--- src/rtl/audio_pkg.sv ---
// Shared audio definitions for the clip playback sequencer and the I2S transmitter.
package audio_pkg;

  localparam int SAMPLE_BITS_DFLT = 16;
  localparam int CLIP_LEN_DFLT    = 64;

  typedef logic signed [SAMPLE_BITS_DFLT-1:0] sample_t;

  typedef enum logic [1:0] {
    IDLE  = 2'd0,
    PLAY  = 2'd1,
    PAUSE = 2'd2
  } play_state_t;

endpackage

--- src/rtl/clip_playback_ctrl.sv ---
// Clip playback sequencer: walks a single-clip sample memory, holds each
// sample for a programmable number of I2S frames and hands it to the
// serializer on frame_req. Handles start/stop/pause/loop control.
module clip_playback_ctrl
  import audio_pkg::*;
#(
  parameter int SAMPLE_BITS = SAMPLE_BITS_DFLT,
  parameter int CLIP_LEN    = CLIP_LEN_DFLT,
  parameter int ADDR_W      = $clog2(CLIP_LEN),
  parameter int DIV_W       = 8
) (
  input  logic                   mclk,
  input  logic                   rst,
  input  logic                   cmd_start,
  input  logic                   cmd_stop,
  input  logic                   cmd_pause,
  input  logic                   loop_en,
  input  logic [DIV_W-1:0]       rate_div,
  input  logic                   frame_req,
  output logic [ADDR_W-1:0]      clip_rd_addr,
  input  logic [SAMPLE_BITS-1:0] clip_rd_data,
  output logic [SAMPLE_BITS-1:0] sample_out,
  output logic                   sample_valid,
  output logic                   busy,
  output logic                   done,
  output logic                   underrun
);

  localparam logic [ADDR_W-1:0] LAST_ADDR = ADDR_W'(CLIP_LEN - 1);
  localparam logic [DIV_W-1:0]  ONE_DIV   = DIV_W'(1);

  play_state_t                   state_q, state_d;
  logic [ADDR_W-1:0]             addr_q, addr_d;
  logic                          issue_q, issue_d;   // address on clip_rd_addr is a fresh request
  logic                          land_q, land_d;     // clip_rd_data carries that request's sample
  logic signed [SAMPLE_BITS-1:0] pf_q, pf_d;
  logic                          pf_vld_q, pf_vld_d;
  logic [DIV_W-1:0]              rep_cnt_q, rep_cnt_d;
  logic [DIV_W-1:0]              div_q, div_d;       // repeat count latched when the sample is loaded
  logic                          end_q, end_d;       // last sample of a non-looping clip is playing
  logic signed [SAMPLE_BITS-1:0] sample_q, sample_d;
  logic                          sample_valid_q, sample_valid_d;
  logic                          done_q, done_d;
  logic                          underrun_q, underrun_d;
  logic [DIV_W-1:0]              div_cur, div_eff;

  // Next-state logic: prefetch capture, command handling, then frame service.
  always_comb begin
    state_d        = state_q;
    addr_d         = addr_q;
    issue_d        = 1'b0;
    land_d         = issue_q;
    pf_d           = pf_q;
    pf_vld_d       = pf_vld_q;
    rep_cnt_d      = rep_cnt_q;
    div_d          = div_q;
    end_d          = end_q;
    sample_d       = sample_q;
    sample_valid_d = 1'b0;
    done_d         = 1'b0;
    underrun_d     = 1'b0;
    div_cur        = (rate_div == '0) ? ONE_DIV : rate_div;
    div_eff        = (rep_cnt_q == '0) ? div_cur : div_q;

    if (land_q) begin
      pf_d     = clip_rd_data;
      pf_vld_d = 1'b1;
    end

    if (cmd_stop) begin
      // A stop in IDLE still masks a coincident start.
      if (state_q != IDLE) begin
        state_d   = IDLE;
        addr_d    = '0;
        land_d    = 1'b0;
        pf_vld_d  = 1'b0;
        rep_cnt_d = '0;
        end_d     = 1'b0;
        sample_d  = '0;
      end
    end else if (cmd_start) begin
      state_d   = PLAY;
      addr_d    = '0;
      issue_d   = 1'b1;
      land_d    = 1'b0;
      pf_vld_d  = 1'b0;
      rep_cnt_d = '0;
      end_d     = 1'b0;
    end else if (cmd_pause && (state_q == PLAY)) begin
      state_d = PAUSE;
    end else if (cmd_pause && (state_q == PAUSE)) begin
      state_d = PLAY;
    end else if (frame_req && (state_q == PLAY)) begin
      if (end_q) begin
        // The final sample has had all its frames: fall silent.
        state_d   = IDLE;
        addr_d    = '0;
        pf_vld_d  = 1'b0;
        rep_cnt_d = '0;
        end_d     = 1'b0;
        sample_d  = '0;
        done_d    = 1'b1;
      end else if (!pf_vld_q) begin
        underrun_d = 1'b1;
      end else begin
        if (rep_cnt_q == '0) begin
          sample_d       = pf_q;
          sample_valid_d = 1'b1;
          div_d          = div_cur;
        end
        if (rep_cnt_q == (div_eff - ONE_DIV)) begin
          rep_cnt_d = '0;
          if ((addr_q == LAST_ADDR) && !loop_en) begin
            end_d = 1'b1;
          end else begin
            addr_d   = (addr_q == LAST_ADDR) ? '0 : addr_q + 1'b1;
            issue_d  = 1'b1;
            land_d   = 1'b0;
            pf_vld_d = 1'b0;
          end
        end else begin
          rep_cnt_d = rep_cnt_q + 1'b1;
        end
      end
    end
  end

  // Control and output registers with synchronous reset.
  always_ff @(posedge mclk) begin
    if (rst) begin
      state_q        <= IDLE;
      addr_q         <= '0;
      issue_q        <= 1'b0;
      land_q         <= 1'b0;
      pf_vld_q       <= 1'b0;
      rep_cnt_q      <= '0;
      end_q          <= 1'b0;
      sample_q       <= '0;
      sample_valid_q <= 1'b0;
      done_q         <= 1'b0;
      underrun_q     <= 1'b0;
    end else begin
      state_q        <= state_d;
      addr_q         <= addr_d;
      issue_q        <= issue_d;
      land_q         <= land_d;
      pf_vld_q       <= pf_vld_d;
      rep_cnt_q      <= rep_cnt_d;
      end_q          <= end_d;
      sample_q       <= sample_d;
      sample_valid_q <= sample_valid_d;
      done_q         <= done_d;
      underrun_q     <= underrun_d;
    end
  end

  // Prefetch data and latched repeat count; qualified by their control flags.
  always_ff @(posedge mclk) begin
    pf_q  <= pf_d;
    div_q <= div_d;
  end

  assign clip_rd_addr = addr_q;
  assign sample_out   = sample_q;
  assign sample_valid = sample_valid_q;
  assign busy         = (state_q != IDLE);
  assign done         = done_q;
  assign underrun     = underrun_q;

endmodule

--- config.mk ---
export PLATFORM = sky130hd
export DESIGN_NAME = clip_playback_ctrl
export DESIGN_NICKNAME = d
export VERILOG_FILES = /design/src/rtl/audio_pkg.sv /design/src/rtl/clip_playback_ctrl.sv
export SDC_FILE = /design/constraint.sdc
export NUM_CORES = 1
export LEC_CHECK = 0
export ABC_AREA = 0
export ABC_CLOCK_PERIOD_IN_PS = 4600
export BUFFER_PORTS_ARGS = -buffer_cell sky130_fd_sc_hd__buf_2
export CAP_MARGIN = 10
export CORE_ASPECT_RATIO = 1.5
export CORE_UTILIZATION = 40
export CTS_BUF_LIST = sky130_fd_sc_hd__clkbuf_8 sky130_fd_sc_hd__clkbuf_16
export DETAILED_ROUTE_END_ITERATION = 8
export PLACE_DENSITY_LB_ADDON = 0.1
export SKIP_CTS_REPAIR_TIMING = 1
export SYNTH_ARGS = -nofsm -noshare
export SYNTH_HDL_FRONTEND = slang
export SYNTH_SLANG_ARGS = --single-unit
--- constraint.sdc ---
create_clock -name mclk -period 4.6 [get_ports mclk]
set_clock_uncertainty 0.2 [all_clocks]
set_input_delay 0.23 -clock mclk [delete_from_list [all_inputs] [get_ports mclk]]
set_output_delay 0.23 -clock mclk [all_outputs]
set_load 0.005 [all_outputs]
-- Yosys cells after proc, flatten, opt, wreduce, memory -nomap -nowiden
Index checks and enable logic that the tools add are counted.
- bits of input ports: 31
- word-level logic and storage cells: 140
- bits in registers: 63
- output and inout bits: 26
- eq/ne operators: 11
- bitwise gates (word level): 7
- reductions and logical operators: 26
- multiplexer cells: 80
- $add $sub $neg: 3
- operators with widths (kind ; number):
    $mux W16 ; 9
    $mux W8 ; 11
    $mux W6 ; 11
    $mux W1 ; 42
    $reduce_and A7 Y1 ; 3
    $logic_not A8 Y1 ; 2
    $mux W2 ; 7
    $reduce_bool A5 Y1 ; 2
    $reduce_bool A3 Y1 ; 3
    $add A8 B1 Y8 const B ; 1
    $eq A8 B8 Y1 ; 1
    $reduce_bool A4 Y1 ; 2
    $reduce_or A8 Y1 ; 1
    $sub A8 B1 Y8 const B ; 1
    $not A1 Y1 ; 7
    $reduce_or A7 Y1 ; 1
    $add A6 B1 Y6 const B ; 1
    $eq A6 B6 Y1 const B ; 1
    $ne A3 B3 Y1 const B ; 2
    $reduce_or A6 Y1 ; 1
    $reduce_and A5 Y1 ; 1
    $logic_and A1 B1 Y1 ; 4
    $ne A2 B1 Y1 const B ; 2
    $ne A2 B2 Y1 const B ; 2
    8 further kinds ; 9

-- Depth between registers and ports, before layout
Gate-level depths: netlist of the first run.
- depth after elaboration: 13
- gate-level depth with buffers: 14
- gate-level depth less buffers: 13

-- Least setup slack after synthesis of the first run
OpenSTA, ideal clock, no wires.
- path kind: reg2reg
- start point: register rep_cnt_q[0]
- end point: register end_q
- setup time: 70 ps
- path buffers: 0
- data required time: 4330 ps
- period minus slack after synthesis: 3556 ps
- cell stages (with the launch flop): 14
- data arrival time: 3286 ps
- slack: 1044 ps
- cell sequence: dfxtp_1 inv_1 ha_1 or4b_4 a2111oi_4 or2_2 ha_1 nor2b_1 nand3_1 nor3b_1 a2111oi_2 nand4_1 or4_1 a21oi_1
- cells in the longest elaborated chain, start to end: 12
- RTL lines (what ; line ; source):
    from (decl) ; clip_playback_ctrl.sv:38 ; logic [DIV_W-1:0] rep_cnt_q, rep_cnt_d;
    from (signal assigned) ; clip_playback_ctrl.sv:148 ; rep_cnt_q <= rep_cnt_d;
    $logic_not A8 Y1 ; clip_playback_ctrl.sv:63 ; div_eff = (rep_cnt_q == '0) ? div_cur : div_q;
    $mux W8 ; - ;
    $sub A8 B1 Y8 ; clip_playback_ctrl.sv:111 ; if (rep_cnt_q == (div_eff - ONE_DIV)) begin
    $eq A8 B8 Y1 (*) ; clip_playback_ctrl.sv:111 ;
    $mux W1 (*) ; clip_playback_ctrl.sv:111 ;
    $mux W1 (*) ; clip_playback_ctrl.sv:103 ; end else if (!pf_vld_q) begin
    $mux W1 (*) ; clip_playback_ctrl.sv:94 ; if (end_q) begin
    $mux W1 (*) ; clip_playback_ctrl.sv:93 ; end else if (frame_req && (state_q == PLAY)) begin
    $mux W1 (*) ; clip_playback_ctrl.sv:91 ; end else if (cmd_pause && (state_q == PAUSE)) begin
    $mux W1 (*) ; clip_playback_ctrl.sv:89 ; end else if (cmd_pause && (state_q == PLAY)) begin
    $mux W1 (*) ; clip_playback_ctrl.sv:81 ; end else if (cmd_start) begin
    $mux W1 (*) ; clip_playback_ctrl.sv:70 ; if (cmd_stop) begin
    to (signal assigned) ; clip_playback_ctrl.sv:149 ; end_q <= end_d;
    to (decl) ; clip_playback_ctrl.sv:40 ; logic end_q, end_d;
Mark *: on every way between the ends. The rest lies on a longest branch, timed or not. The select of a mux whose other input is x is not followed.
A chain may end at the register's enable or synchronous reset.

-- Worst setup path after layout of the first run
- start point: register rep_cnt_q[0]
- end point: register land_q
- cells in the longest elaborated chain, start to end: 12
- RTL lines (what ; line ; source):
    $logic_not A8 Y1 ; clip_playback_ctrl.sv:63 ;
    $mux W8 ; - ;
    $sub A8 B1 Y8 ; clip_playback_ctrl.sv:111 ;
    $eq A8 B8 Y1 (*) ; clip_playback_ctrl.sv:111 ;
    $mux W1 (*) ; clip_playback_ctrl.sv:111 ;
    $mux W1 (*) ; clip_playback_ctrl.sv:103 ;
    $mux W1 (*) ; clip_playback_ctrl.sv:94 ;
    $mux W1 (*) ; clip_playback_ctrl.sv:93 ;
    $mux W1 (*) ; clip_playback_ctrl.sv:91 ;
    $mux W1 (*) ; clip_playback_ctrl.sv:89 ;
    $mux W1 (*) ; clip_playback_ctrl.sv:81 ;
    $mux W1 (*) ; clip_playback_ctrl.sv:70 ;
    to (signal assigned) ; clip_playback_ctrl.sv:146 ; land_q <= land_d;
    to (decl) ; clip_playback_ctrl.sv:35 ; logic land_q, land_d;
Mark *: on every way between the ends. The rest lies on a longest branch, timed or not.

==> results of run 1 <==
-- cells in the final DEF, fill, tap and decap left out, types with 4 or more instances in the layout --
cell	n
buf_2	56
nand2_1	39
dfxtp_1	39
nand3_1	28
a21oi_1	24
edfxtp_1	24
dlygate4sd3_1	18
inv_1	13
nor2_1	13
nor3_1	10
xnor2_1	9
clkbuf_8	9
a211oi_1	8
o21ai_0	7
nor4_1	6
xor2_1	6
nor2b_1	6
mux2i_1	5
or3_1	4
nand4_1	4
o211ai_1	4
o21a_1	4
ha_1	4
-- final timing paths --
path | from | endpoint | slack [ns]
max | rep_cnt_q[0]$_SDFFE_PP0P_ | land_q$_SDFF_PP0_ | 0.62
min | rate_div[6] | div_q[6]$_DFFE_PP_ | 0.03
max reg2reg | rep_cnt_q[0]$_SDFFE_PP0P_ | land_q$_SDFF_PP0_ | 0.62
min reg2reg | sample_out[12]$_SDFFE_PP0P_ | sample_out[12]$_SDFFE_PP0P_ | 0.25
-- per-stage QoR --
step	cell area, um^2	setup WS (ns)
floorplan	3060	1.04
global route	3820	0.331
detailed placement	3440	0.650
finish	3820	0.616
global placement	3440	0.755
CTS	3640	0.643
-- critical path: stages (launching register included) --
cell       delay, ns
dfxtp_1         0.36
inv_1           0.10
ha_1            0.17
or4b_4          0.51
a2111oi_4       0.38
or2_2           0.22
ha_1            0.26
nor2b_1         0.24
nand3_1         0.10
nor3b_1         0.16
a2111oi_2       0.25
and4_1          0.44
nand4_1         0.18
a32o_1          0.31
-- sequential cells by signal (all words and copies together) (netlist names), 2 cells and up --
register	flops
rep_cnt_q	8
div_q	8
sample_out	16
state_q	2
pf_q	16
clip_rd_addr	6
-- kinds of logic (layout without fill, tap and decap cells) --
kind of cell	count (synthesis)	count (layout)	share of synthesized area
and+or+nand+nor	130	130	0.222
xor gates and xnor gates	15	15	0.0429
muxes	6	6	0.0213
buffers and inverters	26	106	0.0323
AOI/OAI and AO/OA	74	74	0.174
DFF	63	63	0.491
adders and majority gates	4	4	0.0164
-- per-layer routing --
| layer | track usage | vias to the layer above | part of all wire |
|---|---|---|---|
| li1 | - | 1335 | - |
| met1 | 0.232 | 1247 | 0.43 |
| met2 | 0.347 | 60 | 0.51 |
| met3 | 0.0388 | 13 | 0.037 |
| met4 | 0.0893 | 0 | 0.022 |
| met5 | 0 | - | 0 |
-- area by class of cell --
type / instances / area [um^2]
repair buffers: 77 / 483
flip-flops and latches: 63 / 1500
multi-input cells: 229 / 1470
clock buffers: 9 / 124
fillers: 738 / 3500
inverters: 13 / 48.8
well taps: 100 / 125
clock inverters: 7 / 73.8
-- power groups by stage --
stage	logic (mW)	registers, mW	clock network (mW)
after global routing	0.105	0.589	0.513
after detailed placement	0.0834	0.601	0
after CTS	0.0836	0.589	0.487
after floorplan	0.0503	0.600	0
after global placement	0.0821	0.601	0
final	0.0945	0.589	0.475
==> results by group, run 1 <==
Status
  – Status: completed

Clock tree
  – Clk Latency, worst-skew pair: 0.33 ns
  – H-Tree Depth: 3
  – CTS root buf: clkbuf_8
  – TritonCTS Buffers: 9
  – Max Buffers Root-to-Sink: 2
  – CTS Sinks: 63
  – TritonCTS clock tree: done
  – Clock transition at path regs: 0.07 ns

Finish
  – Number of inserted diodes: 0
  – Post-Route Utilization: 0.522
  – Ratio of cells with drive above 1 in the final layout: 0.224
  – Final cell count without fillers: 498
  – Area delta synth->final: 24.9%
  – Nets: 428

Power and ir drop
  – Internal Pwr Total: 0.875 mW
  – Clk pwr share: 0.410
  – Net Sw Frac: 0.244
  – Logic gate share of total power: 0.082
  – Peak VDD IR: 118 uV
  – Net Switching: 0.283 mW
  – Leakage power: 1.44 nW
  – Overall power: 1.16 mW
  – Reg power frac: 0.508
  – Power Density: 303 nW/um^2

Setup path
  – Crit end category: register
  – Worst setup SP type: register
  – Worst Path Arrival: 4.01 ns
  – R2R depth: 13
  – Crit path max fanout: 8
  – Worst Path Required: 4.63 ns
  – Setup CP Type: reg -> reg

Synthesis
  – Syn. warnings: 0
  – Post-synth EDFFs: 24
  – Synthesized Nets: 353
  – Post-Syn Instances: 318
  – Asr flop ratio synth: 0
  – Share of the synthesized area in the top cell type: 0.255
  – Mapped cell area: 3060 um^2
  – Top FF cell, synth: dfxtp_1
  – Dominant cell type by area after synthesis: dfxtp_1
  – Top cells by area, synth: dfxtp_1, edfxtp_1, nand2_1
  – Syn Area/Cell: 9.62 um^2
  – Post-synthesis sequential area ratio: 0.491
  – Yosys cell types: 57
  – Commonest cells in the synthesized netlist: dfxtp_1, nand2_1, nand3_1
  – Seq cells post-synth: 63

Detailed routing
  – Drt pass-1 iters: 4
  – DRC Markers: 0
  – DR vias: 2655
  – DR iter-0 viols: 103
  – Antenna violation net count after detailed routing: 0
  – Post-DR wirelength/cell: 15.5 um
  – WL final: 7720 um
  – Vias per cell: 5.33

Min path
  – Worst Hold Path Cells: 3
  – Hold Crit Class: in -> reg

Die
  – Starting Density: 0.418
  – Row cnt: 38
  – Die X: 73.4 um
  – DIE AREA: 8010 um^2
  – Vert. Die Dim: 109 um
  – Core area: 7320 um^2
  – Top Ports: 57

Timing
  – Fin crit share: 0.866
  – Max_slew headroom: 0.464
  – RSZ-0062 raised after global routing: no
  – Tightest Pin Transition: 0.801 ns
  – Hold Vio Cnt, Final: 0
  – Final max-slew violation count: 0
  – Worst hold margin: 0.0251 ns
  – Setup Viol. Count Final: 0
  – Tmin final: 3.98 ns
  – Setup_tns: 0 ns
  – Peak Freq: 251 MHz

Placement
  – GPL Wtd Cong: 0.875
  – Post-Place Cells: 464
  – Dpl hpwl: 5440 um
  – IO buf count: 56

Global route
  – Global route total overflow: 0
  – Initial antenna violation count: 0
  – GRT Total Usage: 0.199
  – Largest net degree at the start of global routing: 35
  – Vias in the first global route: 2458
  – First-pass GRT wire length: 11900 um

Run
  – Max Cap Viol: 0
Power figures use the tool's default switching activity.
==> run 2: changes to the inputs <==
RECOVER_POWER = 25   (was not set)
REMOVE_ABC_BUFFERS = 1   (was not set)
==> results by group, run 2 (synthesis results as in run 1) <==
Status
  – Status: completed

Global route
  – M3 GR Usage: 0.0545
  – First-pass GRT wire length: 12000 um
  – Global routing usage on met2: 0.339
  – Initial antenna violation count: 0
  – GRT Total Usage: 0.201
  – Vias in the first global route: 2441
  – Gr busiest metal: met2
  – Largest net degree at the start of global routing: 35
  – Global route total overflow: 0
  – Met1 track demand over resource: 0.235

Finish
  – Number of inserted diodes: 0
  – Fillers: 712
  – Area delta synth->final: 25.5%
  – Ratio of cells with drive above 1 in the final layout: 0.206
  – Post-Route Utilization: 0.525
  – Most common cell after layout, fill and taps aside: buf_2
  – Most frequent cells in the layout: buf_2, nand2_1, dfxtp_1
  – Nets: 429

Detailed routing
  – Post-DR wirelength/cell: 15.3 um
  – DR vias: 2678
  – WL final: 7640 um
  – DRC Markers: 0
  – DR iter-0 viols: 100
  – Drt pass-1 iters: 4
  – Antenna violation net count after detailed routing: 0
  – Vias per cell: 5.37

Timing
  – Final max-slew violation count: 0
  – Tmin final: 3.97 ns
  – Hold Vio Cnt, Final: 0
  – Peak Freq: 252 MHz
  – Setup Viol. Count Final: 0
  – RSZ-0062 raised after global routing: no
  – Fin crit share: 0.864
  – Max_slew headroom: 0.424
  – Tightest Pin Transition: 0.860 ns
  – Setup_tns: 0 ns

Clock tree
  – Clock transition at path regs: 0.07 ns
  – CTS root buf: clkbuf_8
  – Max Buffers Root-to-Sink: 2
  – CTS Sinks: 63
  – Clk Latency, worst-skew pair: 0.34 ns
  – TritonCTS Buffers: 9
  – TritonCTS clock tree: done
  – H-Tree Depth: 3

Setup path
  – CP max-delay cell: or4b_4
  – Slowest stage delay, CP: 0.51 ns
  – Worst Path Arrival: 4.01 ns
  – Worst setup SP type: register
  – Crit end category: register
  – Crit path max fanout: 8
  – Setup CP Type: reg -> reg
  – Critical path, cell by cell: inv_1, ha_1, or4b_4, a2111oi_4, or2_2, ha_1, nor2b_1, nand3_1, nor3b_1, a2111oi_2, and4_1, nand4_1, a32o_1
  – R2R Setup Slk: 0.63 ns
  – CP dominant cell by count: ha_1
  – Worst Path Required: 4.63 ns

Power and ir drop
  – Peak VDD IR: 204 uV
  – Power Density: 313 nW/um^2
  – Leakage power: 1.45 nW

Placement
  – GPL Wtd Cong: 0.863
  – IO buf count: 56
  – Dpl hpwl: 5350 um

Die
  – Vert. Die Dim: 109 um
  – Die X: 73.4 um
  – DIE AREA: 8010 um^2
  – Top Ports: 57
  – Starting Density: 0.418
  – Core area: 7320 um^2
  – Row cnt: 38

Min path
  – Hold Crit Class: in -> reg

Run
  – Max Cap Viol: 0
## run 2: cell types whose count changed in the layout (fill, tap and decap cells not counted), sizes merged
| cell | before | now |
|---|---|---|
| clkinvlp | 3 | 0 |
| clkinv | 3 | 2 |
| inv | 13 | 15 |
| dlygate4sd3 | 18 | 19 |
| bufinv | 1 | 2 |
| clkbuf | 9 | 16 |
| buf | 59 | 53 |
## run 2: stage by stage
step / hold WS (ns) / setup WS [ns] / area (um^2) / power [mW] / cells
3_5_place_dp: 0.208 / 0.643 / 3440 / 0.683 / 464
6_report: 0.0198 / 0.627 / 3840 / 1.20 / 499
3_3_place_gp: 0.206 / 0.748 / 3440 / 0.682 / 464
4_1_cts: -0.165 / 0.635 / 3660 / 1.21 / 480
2_1_floorplan: 0.0991 / 1.04 / 3010 / 0.643 / 305
5_1_grt: 0.0463 / 0.234 / 3840 / 1.25 / 499
## run 2: final timing paths
kind                                from                           to  cells after the start
max reg2reg    rep_cnt_q[0]$_SDFFE_PP0P_            land_q$_SDFF_PP0_                     13
min reg2reg  sample_out[14]$_SDFFE_PP0P_  sample_out[14]$_SDFFE_PP0P_                      2
min                          rate_div[6]           div_q[6]$_DFFE_PP_                      3
max            rep_cnt_q[0]$_SDFFE_PP0P_            land_q$_SDFF_PP0_                     13
## run 2: worst max-delay path, delay by kind of cell (launching register included)
family | cells | cell delay (ns)
AO/OA/AOI/OAI | 3 | 0.95
AND/OR/NAND/NOR | 7 | 1.82
adder cells (fa/ha/maj) | 2 | 0.42
buffers and inverters | 1 | 0.10
flip-flops | 1 | 0.37
## run 2: layout make-up
class / instances / area [um^2] / area share
clock inverter: 6 / 77.6 / 0.0202
tap: 100 / 125 / 0.0326
timing repair buffer: 78 / 485 / 0.126
multi-input combinational: 229 / 1470 / 0.381
sequential: 63 / 1500 / 0.391
clock buffer: 10 / 138 / 0.0358
inverter: 13 / 48.8 / 0.0127
## run 2: power by group
group	internal [mW]	leakage (nW)	switching, mW
Sequential	0.585	0.532	0.00451
Clock	0.314	0.119	0.206
Combinational	0.0410	0.799	0.0521
## run 2: routing by layer
layer  vias up  routed length (um)  part of all wire
li1       1333                   -                 -
met1      1267                3300              0.43
met2        67                3830              0.50
met4         0                 155             0.020
met5         -                   0                 0
met3        11                 346             0.045
==> run 3: changes to the inputs <==
CORE_UTILIZATION = 35   (was 40)
GPL_TIMING_DRIVEN = 0   (was not set)
==> results by group, run 3 (synthesis results as in run 1) <==
Status
  – Status: finished, violations left
  – Failing checks: negative hold slack

Detailed routing
  – DR iter-0 viols: 159
  – Vias per cell: 5.35
  – DR vias: 2691
  – Post-DR wirelength/cell: 15.8 um
  – Antenna violation net count after detailed routing: 0
  – Drt pass-1 iters: 4
  – DRC Markers: 0
  – WL final: 7950 um

Clock tree
  – Clock transition at path regs: 0.05 ns
  – Max Buffers Root-to-Sink: 2
  – TritonCTS Buffers: 9
  – Clk Latency, worst-skew pair: 0.33 ns
  – TritonCTS clock tree: done
  – CTS root buf: clkbuf_16
  – H-Tree Depth: 3
  – CTS Sinks: 63

Die
  – DIE AREA: 9130 um^2
  – Top Ports: 57
  – Vert. Die Dim: 117 um
  – Die X: 78.4 um
  – Starting Density: 0.362
  – Row cnt: 41
  – Core area: 8460 um^2

Setup path
  – Worst Path Arrival: 4.20 ns
  – CP delay by family, top: simple AND/OR/NAND/NOR gates
  – Slowest stage delay, CP: 0.52 ns
  – CP dominant cell by count: ha_1
  – Crit end category: register
  – Setup CP Type: reg -> reg
  – Crit path max fanout: 8
  – Worst setup SP type: register
  – WP buf/inv: 1
  – Worst Path Required: 4.62 ns
  – CP max-delay cell: or4b_4
  – Critical path, cell by cell: inv_1, ha_1, or4b_4, a2111oi_4, or2_2, ha_1, nor2b_1, nand3_1, nor3b_1, a2111oi_2, and4_1, a31oi_2, o21a_1

Power and ir drop
  – Overall power: 1.38 mW
  – Peak VDD IR: 184 uV
  – Leakage power: 1.46 nW
  – Power Density: 352 nW/um^2

Global route
  – Vias in the first global route: 2563
  – Initial antenna violation count: 0
  – Global route total overflow: 0
  – First-pass GRT wire length: 12600 um
  – GRT Total Usage: 0.181
  – Largest net degree at the start of global routing: 35

Finish
  – Area delta synth->final: 28.0%
  – Number of inserted diodes: 0
  – Most frequent cells in the layout: buf_2, nand2_1, dfxtp_1
  – Fillers: 838
  – Post-Route Utilization: 0.463
  – Most common cell after layout, fill and taps aside: buf_2
  – Ratio of cells with drive above 1 in the final layout: 0.205
  – Nets: 426

Run
  – Max Cap Viol: 0

Timing
  – Fin crit share: 0.907
  – Setup Viol. Count Final: 0
  – Tightest Pin Transition: 0.890 ns
  – Tmin final: 4.17 ns
  – Worst hold margin: -0.00583 ns
  – Worst setup margin: 0.427 ns
  – Peak Freq: 240 MHz
  – Max_slew headroom: 0.403
  – Setup_tns: 0 ns
  – Final max-slew violation count: 0
  – RSZ-0062 raised after global routing: no
  – Hold Vio Cnt, Final: 1

Placement
  – Post-Place Setup Slack: 0.471 ns
  – Dpl hpwl: 5680 um
  – GPL Wtd Cong: 0.872
  – IO buf count: 56

Min path
  – Hold Crit Class: in -> reg
## run 3: layout make-up
type	count	area, um^2	share of cell area
clock buffers	10	250	0.0639
flip-flops and latches	63	1500	0.383
multi-input cells	229	1470	0.374
inverters	13	48.8	0.0125
clock inverters	6	58.8	0.0150
well taps	107	134	0.0342
repair buffers	75	460	0.117
## run 3: metal layers
metal  vias to the layer above  wire length, um  GRT usage
met5                         -                0          0
li1                       1332                -          -
met2                        82             4030      0.325
met4                         0              174      0.100
met1                      1262             3380      0.201
met3                        15              364     0.0352
## run 3: final timing paths
path              depth (start not counted)  slack, ns                      endpoint                       start
setup reg to reg                         13       0.43  clip_rd_addr[3]$_SDFFE_PP0P_   rep_cnt_q[0]$_SDFFE_PP0P_
hold / removal                            2     -0.006       state_q[0]$_SDFFE_PP0P_                    cmd_stop
hold reg to reg                           2       0.25    sample_out[9]$_SDFFE_PP0P_  sample_out[9]$_SDFFE_PP0P_
setup / recovery                         13       0.43  clip_rd_addr[3]$_SDFFE_PP0P_   rep_cnt_q[0]$_SDFFE_PP0P_
## run 3: metrics by stage
stage	cell area (um^2)	instances
6_report	3920	503
5_1_grt	3920	503
3_5_place_dp	3450	470
4_1_cts	3760	486
3_3_place_gp	3420	468
2_1_floorplan	3010	305
## run 3: power by group
group / leakage, nW / total [mW] / switching [mW] / internal, mW
sequential: 0.532 / 0.590 / 0.00441 / 0.585
clock: 0.151 / 0.697 / 0.249 / 0.448
combinational: 0.783 / 0.0936 / 0.0531 / 0.0405
